--- config.mk ---
export PLATFORM = sky130hd
export DESIGN_NAME = kernel_ctrl_s_axi_regs
export DESIGN_NICKNAME = d
export VERILOG_FILES = /design/src/rtl/kernel_ctrl_s_axi_regs.sv
export SDC_FILE = /design/constraint.sdc
export NUM_CORES = 1
export LEC_CHECK = 0
export BUFFER_PORTS_ARGS = -buffer_cell sky130_fd_sc_hd__buf_2
export CORE_AREA = 2 2 245 247
export DETAILED_ROUTE_END_ITERATION = 10
export DIE_AREA = 0 0 247 249
export PLACE_DENSITY = 0.69
export SLEW_MARGIN = 20
export SYNTH_ARGS = -nofsm -noshare
export SYNTH_HDL_FRONTEND = slang
export SYNTH_SLANG_ARGS = --single-unit
--- constraint.sdc ---
create_clock -name ap_clk -period 5 [get_ports ap_clk]
set_input_delay 0.5 -clock ap_clk [delete_from_list [all_inputs] [get_ports ap_clk]]
set_output_delay 0.5 -clock ap_clk [all_outputs]
set_load 0.1 [all_outputs]
--- src/rtl/kernel_ctrl_s_axi_regs.sv ---
// AXI4-Lite control register file for the kernel: start/done/idle, interrupts and 8 pointers.
// Define CTRL_AUTO_RESTART_EN to make CTRL bit7 (auto_restart) writable.
module kernel_ctrl_s_axi_regs #(
    parameter int C_S_AXI_ADDR_WIDTH = 12,
    parameter int C_S_AXI_DATA_WIDTH = 32
) (
    input  logic                            ap_clk,
    input  logic                            ap_rst_n,
    input  logic                            s_axi_control_awvalid,
    output logic                            s_axi_control_awready,
    input  logic [C_S_AXI_ADDR_WIDTH-1:0]   s_axi_control_awaddr,
    input  logic                            s_axi_control_wvalid,
    output logic                            s_axi_control_wready,
    input  logic [C_S_AXI_DATA_WIDTH-1:0]   s_axi_control_wdata,
    input  logic [C_S_AXI_DATA_WIDTH/8-1:0] s_axi_control_wstrb,
    output logic                            s_axi_control_bvalid,
    input  logic                            s_axi_control_bready,
    output logic [1:0]                      s_axi_control_bresp,
    input  logic                            s_axi_control_arvalid,
    output logic                            s_axi_control_arready,
    input  logic [C_S_AXI_ADDR_WIDTH-1:0]   s_axi_control_araddr,
    output logic                            s_axi_control_rvalid,
    input  logic                            s_axi_control_rready,
    output logic [C_S_AXI_DATA_WIDTH-1:0]   s_axi_control_rdata,
    output logic [1:0]                      s_axi_control_rresp,
    output logic                            interrupt,
    output logic                            ap_start,
    input  logic                            ap_done,
    input  logic                            ap_idle,
    output logic [63:0]                     axi00_ptr0,
    output logic [63:0]                     axi00_ptr1,
    output logic [63:0]                     axi00_ptr2,
    output logic [63:0]                     axi00_ptr3,
    output logic [63:0]                     axi00_ptr4,
    output logic [63:0]                     axi00_ptr5,
    output logic [63:0]                     axi00_ptr6,
    output logic [63:0]                     axi00_ptr7
);

    localparam logic [1:0] WRIDLE = 2'd0;
    localparam logic [1:0] WRDATA = 2'd1;
    localparam logic [1:0] WRRESP = 2'd2;
    localparam logic       RDIDLE = 1'b0;
    localparam logic       RDDATA = 1'b1;

    logic [1:0]  wstate;
    logic        rstate;
    logic [4:0]  waddr;
    logic [4:0]  raddr;
    logic [4:0]  wofs;
    logic [4:0]  rofs;
    logic [31:0] rdata_q;
    logic [31:0] rdata_d;
    logic        ap_start_q, done_q, auto_restart_q, gie_q, ier_q, isr_q, interrupt_q;
    logic [63:0] ptr_q [8];
    logic        w_hs, ar_hs, wr_ctrl, wr_gie, wr_ier, wr_isr;
    logic        unused_addr;

    assign unused_addr = ^{s_axi_control_awaddr[C_S_AXI_ADDR_WIDTH-1:7], s_axi_control_awaddr[1:0],
                           s_axi_control_araddr[C_S_AXI_ADDR_WIDTH-1:7], s_axi_control_araddr[1:0]};

    assign s_axi_control_awready = (wstate == WRIDLE);
    assign s_axi_control_wready  = (wstate == WRDATA);
    assign s_axi_control_bvalid  = (wstate == WRRESP);
    assign s_axi_control_bresp   = 2'b00;
    assign s_axi_control_arready = (rstate == RDIDLE);
    assign s_axi_control_rvalid  = (rstate == RDDATA);
    assign s_axi_control_rresp   = 2'b00;
    assign s_axi_control_rdata   = rdata_q;
    assign interrupt             = interrupt_q;
    assign ap_start              = ap_start_q;

    assign w_hs    = (wstate == WRDATA) && s_axi_control_wvalid;
    assign ar_hs   = (rstate == RDIDLE) && s_axi_control_arvalid;
    assign raddr   = s_axi_control_araddr[6:2];
    // Pointer word offset; bit4 set means outside 0x10..0x4C (also covers 0x00..0x0C).
    assign wofs    = waddr - 5'd4;
    assign rofs    = raddr - 5'd4;
    assign wr_ctrl = w_hs && (waddr == 5'd0) && s_axi_control_wstrb[0];
    assign wr_gie  = w_hs && (waddr == 5'd1) && s_axi_control_wstrb[0];
    assign wr_ier  = w_hs && (waddr == 5'd2) && s_axi_control_wstrb[0];
    assign wr_isr  = w_hs && (waddr == 5'd3) && s_axi_control_wstrb[0];

    always_ff @(posedge ap_clk or negedge ap_rst_n) begin
        if (!ap_rst_n) begin
            wstate <= WRIDLE;
            waddr  <= '0;
        end else begin
            case (wstate)
                WRIDLE: if (s_axi_control_awvalid) begin
                    waddr  <= s_axi_control_awaddr[6:2];
                    wstate <= WRDATA;
                end
                WRDATA:  if (s_axi_control_wvalid) wstate <= WRRESP;
                WRRESP:  if (s_axi_control_bready) wstate <= WRIDLE;
                default: wstate <= WRIDLE;
            endcase
        end
    end

    always_comb begin
        rdata_d = '0;
        case (raddr)
            5'd0: rdata_d = {24'b0, auto_restart_q, 4'b0, ap_idle, done_q, ap_start_q};
            5'd1: rdata_d = {31'b0, gie_q};
            5'd2: rdata_d = {31'b0, ier_q};
            5'd3: rdata_d = {31'b0, isr_q};
            default: begin
                if (!rofs[4]) begin
                    rdata_d = rofs[0] ? ptr_q[rofs[3:1]][63:32] : ptr_q[rofs[3:1]][31:0];
                end
            end
        endcase
    end

    always_ff @(posedge ap_clk or negedge ap_rst_n) begin
        if (!ap_rst_n) begin
            rstate  <= RDIDLE;
            rdata_q <= '0;
        end else begin
            case (rstate)
                RDIDLE: if (s_axi_control_arvalid) begin
                    rdata_q <= rdata_d;
                    rstate  <= RDDATA;
                end
                RDDATA:  if (s_axi_control_rready) rstate <= RDIDLE;
                default: rstate <= RDIDLE;
            endcase
        end
    end

`ifdef CTRL_AUTO_RESTART_EN
    always_ff @(posedge ap_clk or negedge ap_rst_n) begin
        if (!ap_rst_n) begin
            auto_restart_q <= 1'b0;
        end else if (wr_ctrl) begin
            auto_restart_q <= s_axi_control_wdata[7];
        end
    end
`else
    assign auto_restart_q = 1'b0;
`endif

    always_ff @(posedge ap_clk or negedge ap_rst_n) begin
        if (!ap_rst_n) begin
            ap_start_q  <= 1'b0;
            done_q      <= 1'b0;
            gie_q       <= 1'b0;
            ier_q       <= 1'b0;
            isr_q       <= 1'b0;
            interrupt_q <= 1'b0;
        end else begin
            // Host set beats the completion pulse so a back-to-back start is never dropped.
            if (wr_ctrl && s_axi_control_wdata[0]) ap_start_q <= 1'b1;
            else if (ap_done)                      ap_start_q <= auto_restart_q;
            if (ap_done)                           done_q <= 1'b1;
            else if (ar_hs && raddr == 5'd0)       done_q <= 1'b0;
            if (wr_gie) gie_q <= s_axi_control_wdata[0];
            if (wr_ier) ier_q <= s_axi_control_wdata[0];
            if (ap_done && ier_q)                       isr_q <= 1'b1;
            else if (wr_isr && s_axi_control_wdata[0])  isr_q <= ~isr_q;
            interrupt_q <= gie_q & isr_q;
        end
    end

    always_ff @(posedge ap_clk or negedge ap_rst_n) begin
        if (!ap_rst_n) begin
            for (int i = 0; i < 8; i++) ptr_q[i] <= '0;
        end else if (w_hs && !wofs[4]) begin
            for (int b = 0; b < 4; b++) begin
                if (s_axi_control_wstrb[b]) begin
                    if (wofs[0]) ptr_q[wofs[3:1]][32+8*b +: 8] <= s_axi_control_wdata[8*b +: 8];
                    else         ptr_q[wofs[3:1]][8*b +: 8]    <= s_axi_control_wdata[8*b +: 8];
                end
            end
        end
    end

    assign axi00_ptr0 = ptr_q[0];
    assign axi00_ptr1 = ptr_q[1];
    assign axi00_ptr2 = ptr_q[2];
    assign axi00_ptr3 = ptr_q[3];
    assign axi00_ptr4 = ptr_q[4];
    assign axi00_ptr5 = ptr_q[5];
    assign axi00_ptr6 = ptr_q[6];
    assign axi00_ptr7 = ptr_q[7];

endmodule

==> out/qor.csv, run 1 <==
metric;value;unit
maxSlewHeadroom;0.265;
final_max_slew_viol_count;0;
worst_path_largest_cell_delay;0.58;ns
grt_max_degree;135;
clk_latency;0.61;ns
path_max_fanout;9;
place_hpwl;56600;um
synth_cell_type_count;50;
dieHeight;249;um
crit_required;5.49;ns
ant_nets;0;
dieWidth;247;um
drt-pass1-iter-count;5;
status;complete, no violations;
path_class;reg2reg;
rows;89;
cp_slowest_cell;nor3_2;
grt_pass1_wl;121000;um
vias;17100;
htreeDepth;2;
drive_gt1_frac;0.632;
wl_per_cell;27.6;um
skew;0.0243;ns
port_buffers;605;
core-area;58700;um^2
finalNetCount;2255;
drv_cap;0;
area.growth.synth_to_final;23.1;%
synth_top_cell_by_area;dfrtp_1;
start_util;0.430;
die_area;61500;um^2
min_period;2.87;ns
syn_area;25200;um^2
grt_antenna_before_repair;9;
drt-total-wl;82900;um
clockBufferDepth;3;
final_area;31100;um^2
cts_buffers;60;
worstSetupStartpointType;flip-flop;
place_area;29000;um^2
async_flop_share;1.00;
gr-usage-all-layers;0.266;
rsz0062_at_grt;false;
synthCells;1604;
endpoint_kind;flip-flop;
cts_tree;done;
gp_congestion;0.853;
max_freq;348;MHz
synth_area_leaders;dfrtp_1 55%, mux2_2 23%, mux4_2 11%, mux2i_1 2.7%, nand2_1 1.1%;
path_clk_slew;0.06;ns
grt_overflow;0;
clock_sinks;558;
ys.flop_type;dfrtp_1;
drc;0;
synth_seq_area_share;0.553;
synth_edf_count;0;
grt_pass1_vias;17700;
vias_per_cell;5.68;
yosysWarnings;0;
root_buffer;clkbuf_16;
rrSetupSlack;2.13;ns
drt_iter0_drc;968;
fin_tns_setup;0;ns
path_cells;nand4b_4, nor3_2, buf_4, nand3_1, mux2_2;
hold_viol_final;0;
hp-class;in2reg;
cp.arrival;3.36;ns
yosys_register_bits;558;
cts_resized;0;
crit_family;simple AND/OR/NAND/NOR gates;
io_pins;624;
fin_util;0.530;
worst_pin_slew;1.10;ns
synth_area_per_cell;15.7;um^2
fin_crit_sh;0.575;
path_buf_inv;1;
final-setup-viol-count;0;
yosys.area.top_type_share;0.553;
[synth_stat cells (3+ instances only)]
master	count
and2_1	3
and3_1	6
buf_1	5
buf_2	27
buf_4	8
clkbuf_1	69
dfrtp_1	558
inv_1	5
mux2_2	514
mux2i_1	68
mux4_2	127
nand2_1	73
nand2_2	8
nand2b_1	3
nand3_1	19
nand3_2	8
nor2_1	8
nor2_4	10
nor2b_1	7
nor3b_1	3
nor3b_2	4
nor4_1	3
o21ai_0	9
o221ai_1	29
[final cells by class]
type | instances | area (um^2)
tap | 773 | 967
inverter | 5 | 18.8
timing repair buffer | 626 | 3260
clock inverter | 20 | 225
multi-input combinational | 933 | 10800
fill | 4931 | 27600
clock buffer | 87 | 1790
sequential | 558 | 14000
antenna | 4 | 10.0
[path summary, 6_finish.rpt]
check | from | endpoint | cells past startpoint
worst min register to register | s_axi_control_rdata[24]$_DFFE_PN0N_ | s_axi_control_rdata[24]$_DFFE_PN0N_ | 2
worst max register to register | wstate[1]$_DFFE_PN0P_ | axi00_ptr0[61]$_DFFE_PN0P_ | 5
max in group asynchronous | ap_rst_n | axi00_ptr7[53]$_DFFE_PN0P_ | 3
worst min-delay path | s_axi_control_rready | s_axi_control_rvalid$_DFF_PN0_ | 2
min in group asynchronous | ap_rst_n | axi00_ptr0[36]$_DFFE_PN0P_ | 2
worst max-delay path | wstate[1]$_DFFE_PN0P_ | axi00_ptr0[61]$_DFFE_PN0P_ | 5
[flip-flops by register name, indices dropped and copies added, names as in the netlist]
signal and flops:
axi00_ptr0 64, axi00_ptr1 64, axi00_ptr2 64, axi00_ptr3 64
axi00_ptr4 64, axi00_ptr5 64, axi00_ptr6 64, axi00_ptr7 64
s_axi_control_rdata 32, waddr 5, wstate 2, ap_start 1
done_q 1, gie_q 1, ier_q 1, interrupt 1
isr_q 1, s_axi_control_rvalid 1
[repair_timing]
item	CTS	global route
endpoints found under the hold margin	91	0
setup buffers	0	0
setup endpoints to repair	0	0
hold buffers	1	0
[cell families after synthesis]
kind of cell,share of synthesized area
adders and majority gates,0.000991
muxes,0.370
AOI/OAI and AO/OA,0.0145
buffers and inverters,0.0201
DFF,0.553
xor gates and xnor gates,0.000347
and+or+nand+nor,0.0413
other,0.000149
[metal layers]
layer / track usage / routed length (um) / up-vias
met5: 0 / 58 / -
li1: - / - / 7189
met4: 0.0900 / 2870 / 10
met3: 0.0682 / 6000 / 168
met1: 0.347 / 33800 / 9057
met2: 0.431 / 40100 / 660
[per-stage QoR]
step	cells	setup slack [ns]	hold WS [ns]
after floorplan	1607	2.29	0.204
after global placement	2894	1.89	0.463
after detailed placement	2894	1.81	0.469
after CTS	3002	2.07	0.0484
after global routing	3003	1.88	0.0603
final	3006	2.13	0.0849
[placed cells by master, fill, tap and decap left out, drive strengths merged, types with 6 or more instances in the layout]
master,count
buf,625
dfrtp,558
mux2,514
mux4,127
clkbuf,87
nand2,81
mux2i,68
o221ai,29
nand3,29
nor2,18
o21ai,9
clkinv,8
nor2b,7
clkinvlp,7
nor3b,7
and3,6
inv,6
[worst register-to-register path, delay by kind of cell, from the launching register on]
family / cells / cell delay [ns]
simple gates: 3 / 1.48
flops: 1 / 0.48
buf+inv: 1 / 0.30
mux: 1 / 0.50
Power of run 1 is not shown: default switching activity piles up to over one toggle a cycle in this logic, so the estimate is an artifact.
==> run 2: changes to the inputs <==
--- a/config.mk
+++ b/config.mk
@@ -5,11 +5,12 @@
 export SDC_FILE = /design/constraint.sdc
 export NUM_CORES = 1
 export LEC_CHECK = 0
+export ABC_AREA = 1
 export BUFFER_PORTS_ARGS = -buffer_cell sky130_fd_sc_hd__buf_2
 export CORE_AREA = 2 2 245 247
 export DETAILED_ROUTE_END_ITERATION = 10
 export DIE_AREA = 0 0 247 249
-export PLACE_DENSITY = 0.69
+export PLACE_DENSITY = 0.71
 export SLEW_MARGIN = 20
 export SYNTH_ARGS = -nofsm -noshare
 export SYNTH_HDL_FRONTEND = slang
==> constraint.sdc (replaced) <==
create_clock -name ap_clk -period 2.4 [get_ports ap_clk]
set_input_delay 0.24 -clock ap_clk [delete_from_list [all_inputs] [get_ports ap_clk]]
set_output_delay 0.24 -clock ap_clk [all_outputs]
set_load 0.1 [all_outputs]
==> run 2 against run 1 <==
Net effect:
- critical endpoint is now axi00_ptr3[50]$_DFFE_PN0P_
- design area is 0.63% higher
- sequential share of layout area is 0.28 points lower
- critical path type unchanged
- first-iteration DRC count grew to 2.7 times the previous value
- flip-flop and latch count stayed put
==> out/qor.csv, run 2 <==
metric;value;unit
status;complete, no violations;
seq_power_share;0.281;
final_common_cell;o21ai_0;
port_buffers;605;
fin_ws;0.0829;ns
async_flop_share;1.00;
drt_iter0_drc;2649;
grt_overflow;0;
worst_pin_slew;0.838;ns
ys.flop_type;dfrtp_1;
wl_met3;9600;um
endpoint_kind;flip-flop;
rsz0062_at_grt;true;
pre_cts_ws;0.0766;ns
ant_nets;0;
m1WireLength;39300;um
min_period;2.32;ns
synth_common_cells;739 x nand2_1, 717 x o21ai_0, 558 x dfrtp_1;
yosys.area.top_type_share;0.550;
skew;0.0105;ns
vias_per_cell;5.61;
rows;89;
drc;0;
worstSetupStartpointType;flip-flop;
drt-pass1-iter-count;6;
synth_edf_count;0;
grt_antenna_before_repair;3;
final-setup-viol-count;0;
root_buffer;clkbuf_16;
final_area;31300;um^2
path_max_fanout;16;
hold_viol_final;0;
yosysWarnings;0;
synth_area_per_cell;8.40;um^2
vias;24600;
fin_crit_sh;0.965;
power_density;1650;nW/um^2
cts_buffers;59;
synth_cell_type_count;28;
drive_gt1_frac;0.223;
crit_required;2.85;ns
syn_area;25400;um^2
post_cts_buffers;0;
ir_worst_vdd;1.61;mV
yosys_register_bits;558;
drv_cap;0;
routed.top_layer;met5;
netSwitchingPower;30200;uW
layout_common_cells;716 x o21ai_0, 714 x nand2_1, 602 x buf_2, 557 x dfrtp_1, 330 x nor2_1;
path_clk_slew;0.06;ns
drt-total-wl;97800;um
place_area;28900;um^2
clkPwrFrac;0.187;
synth_top_cell_by_area;dfrtp_1;
core-area;58700;um^2
finalNetCount;3641;
htreeDepth;2;
area.growth.synth_to_final;23.2;%
fill_cells;5531;
cts_tree;done;
clock_sinks;558;
cp.arrival;2.77;ns
synth_most_common_cell;nand2_1;
grt_pass1_vias;22600;
start_util;0.433;
final_max_slew_viol_count;0;
hp-class;in2reg;
hold_ws;0.0897;ns
place_hpwl;68400;um
total_power;51700;uW
grt_max_degree;141;
dieHeight;249;um
synth_area_leaders;dfrtp_1 55%, o21ai_0 14%, nand2_1 11%, nor2_1 4.9%, o211ai_1 3.0%;
path_class;reg2reg;
synth_seq_area_share;0.550;
dieWidth;247;um
clk_latency;0.60;ns
clockBufferDepth;3;
synthCells;3020;
gr-usage-all-layers;0.310;
wl_per_cell;22.3;um
cellInternalPower;21500;uW
io_pins;624;
die_area;61500;um^2
fin_tns_setup;0;ns
grt_pass1_wl;145000;um
maxSlewHeadroom;0.439;
routed-wl-met2;44100;um
gp_congestion;0.924;
max_freq;432;MHz
power.leakage;0.0159;uW
pwr-share-comb;0.532;
swShare;0.584;
run 2: worst paths after layout:
check	from	endpoint	slack, ns	depth (start not counted)
worst max-delay path	waddr[3]$_DFFE_PN0P_	axi00_ptr3[50]$_DFFE_PN0P_	0.08	8
worst min register to register	s_axi_control_rdata[10]$_DFFE_PN0N_	s_axi_control_rdata[10]$_DFFE_PN0N_	0.48	2
worst max register to register	waddr[3]$_DFFE_PN0P_	axi00_ptr3[50]$_DFFE_PN0P_	0.08	8
max in group asynchronous	ap_rst_n	axi00_ptr4[21]$_DFFE_PN0P_	1.30	3
worst min-delay path	s_axi_control_awvalid	wstate[0]$_DFFE_PN0P_	0.09	3
min in group asynchronous	ap_rst_n	axi00_ptr1[15]$_DFFE_PN0P_	0.13	2
run 2: kinds of logic (layout without fill, tap and decap cells):
group,count (synthesis),count (layout),share of synthesized area
and+or+nand+nor,1203,1203,0.187
AOI/OAI and AO/OA,909,909,0.190
DFF,558,558,0.550
buffers and inverters,342,933,0.0702
muxes,3,3,0.00133
adders and majority gates,2,2,0.000986
xor gates and xnor gates,2,2,0.000690
other,1,5,0.000148
run 2: area by class of cell:
class                           count  area (um^2)  share of cell area
Clock buffer                       88         1740              0.0556
Antenna cell                        1         2.50           0.0000800
Inverter                          135          518              0.0166
Clock inverter                     17          292             0.00932
Tap cell                          773          967              0.0309
Timing Repair Buffer              693         4070               0.130
Sequential cell                   558        14000               0.447
Multi-Input combinational cell   2123         9720               0.311
run 2: layer usage:
layer / GRT usage / vias up
met5: 0 / -
li1: - / 11100
met4: 0.139 / 4
met1: 0.429 / 11900
met3: 0.0599 / 255
met2: 0.471 / 1405
run 2: metrics by stage:
step            util  cells
2_1_floorplan      -   3023
3_3_place_gp   0.493   4258
3_5_place_dp   0.493   4258
4_1_cts        0.532   4387
5_1_grt        0.533   4388
6_report       0.533   4388
run 2: what timing repair did:
item | in CTS | in global routing
endpoints found under the hold margin | 226 | 0
hold buffers | 24 | 0
setup endpoints to repair | 0 | 143
resized for setup | 0 | 26
run 2: worst max-delay path, cell delays in order (launching register included):
cell	delay [ns]
dfrtp_1	0.43
nor2_1	0.19
xnor2_1	0.19
nand3_4	0.27
nor2_4	0.14
buf_4	0.27
nand2_1	0.40
nand2_1	0.17
o21ai_0	0.09
run 2: power by group through the flow:
stage	Combinational [uW]	Clock, uW	Sequential, uW
floorplan	3980	0	32400
global placement	27200	0	14500
detailed placement	27400	0	14500
CTS	27500	9710	14400
global route	28500	10100	14800
finish	27500	9670	14500
No activity file was read; power rests on OpenSTA's default activity.
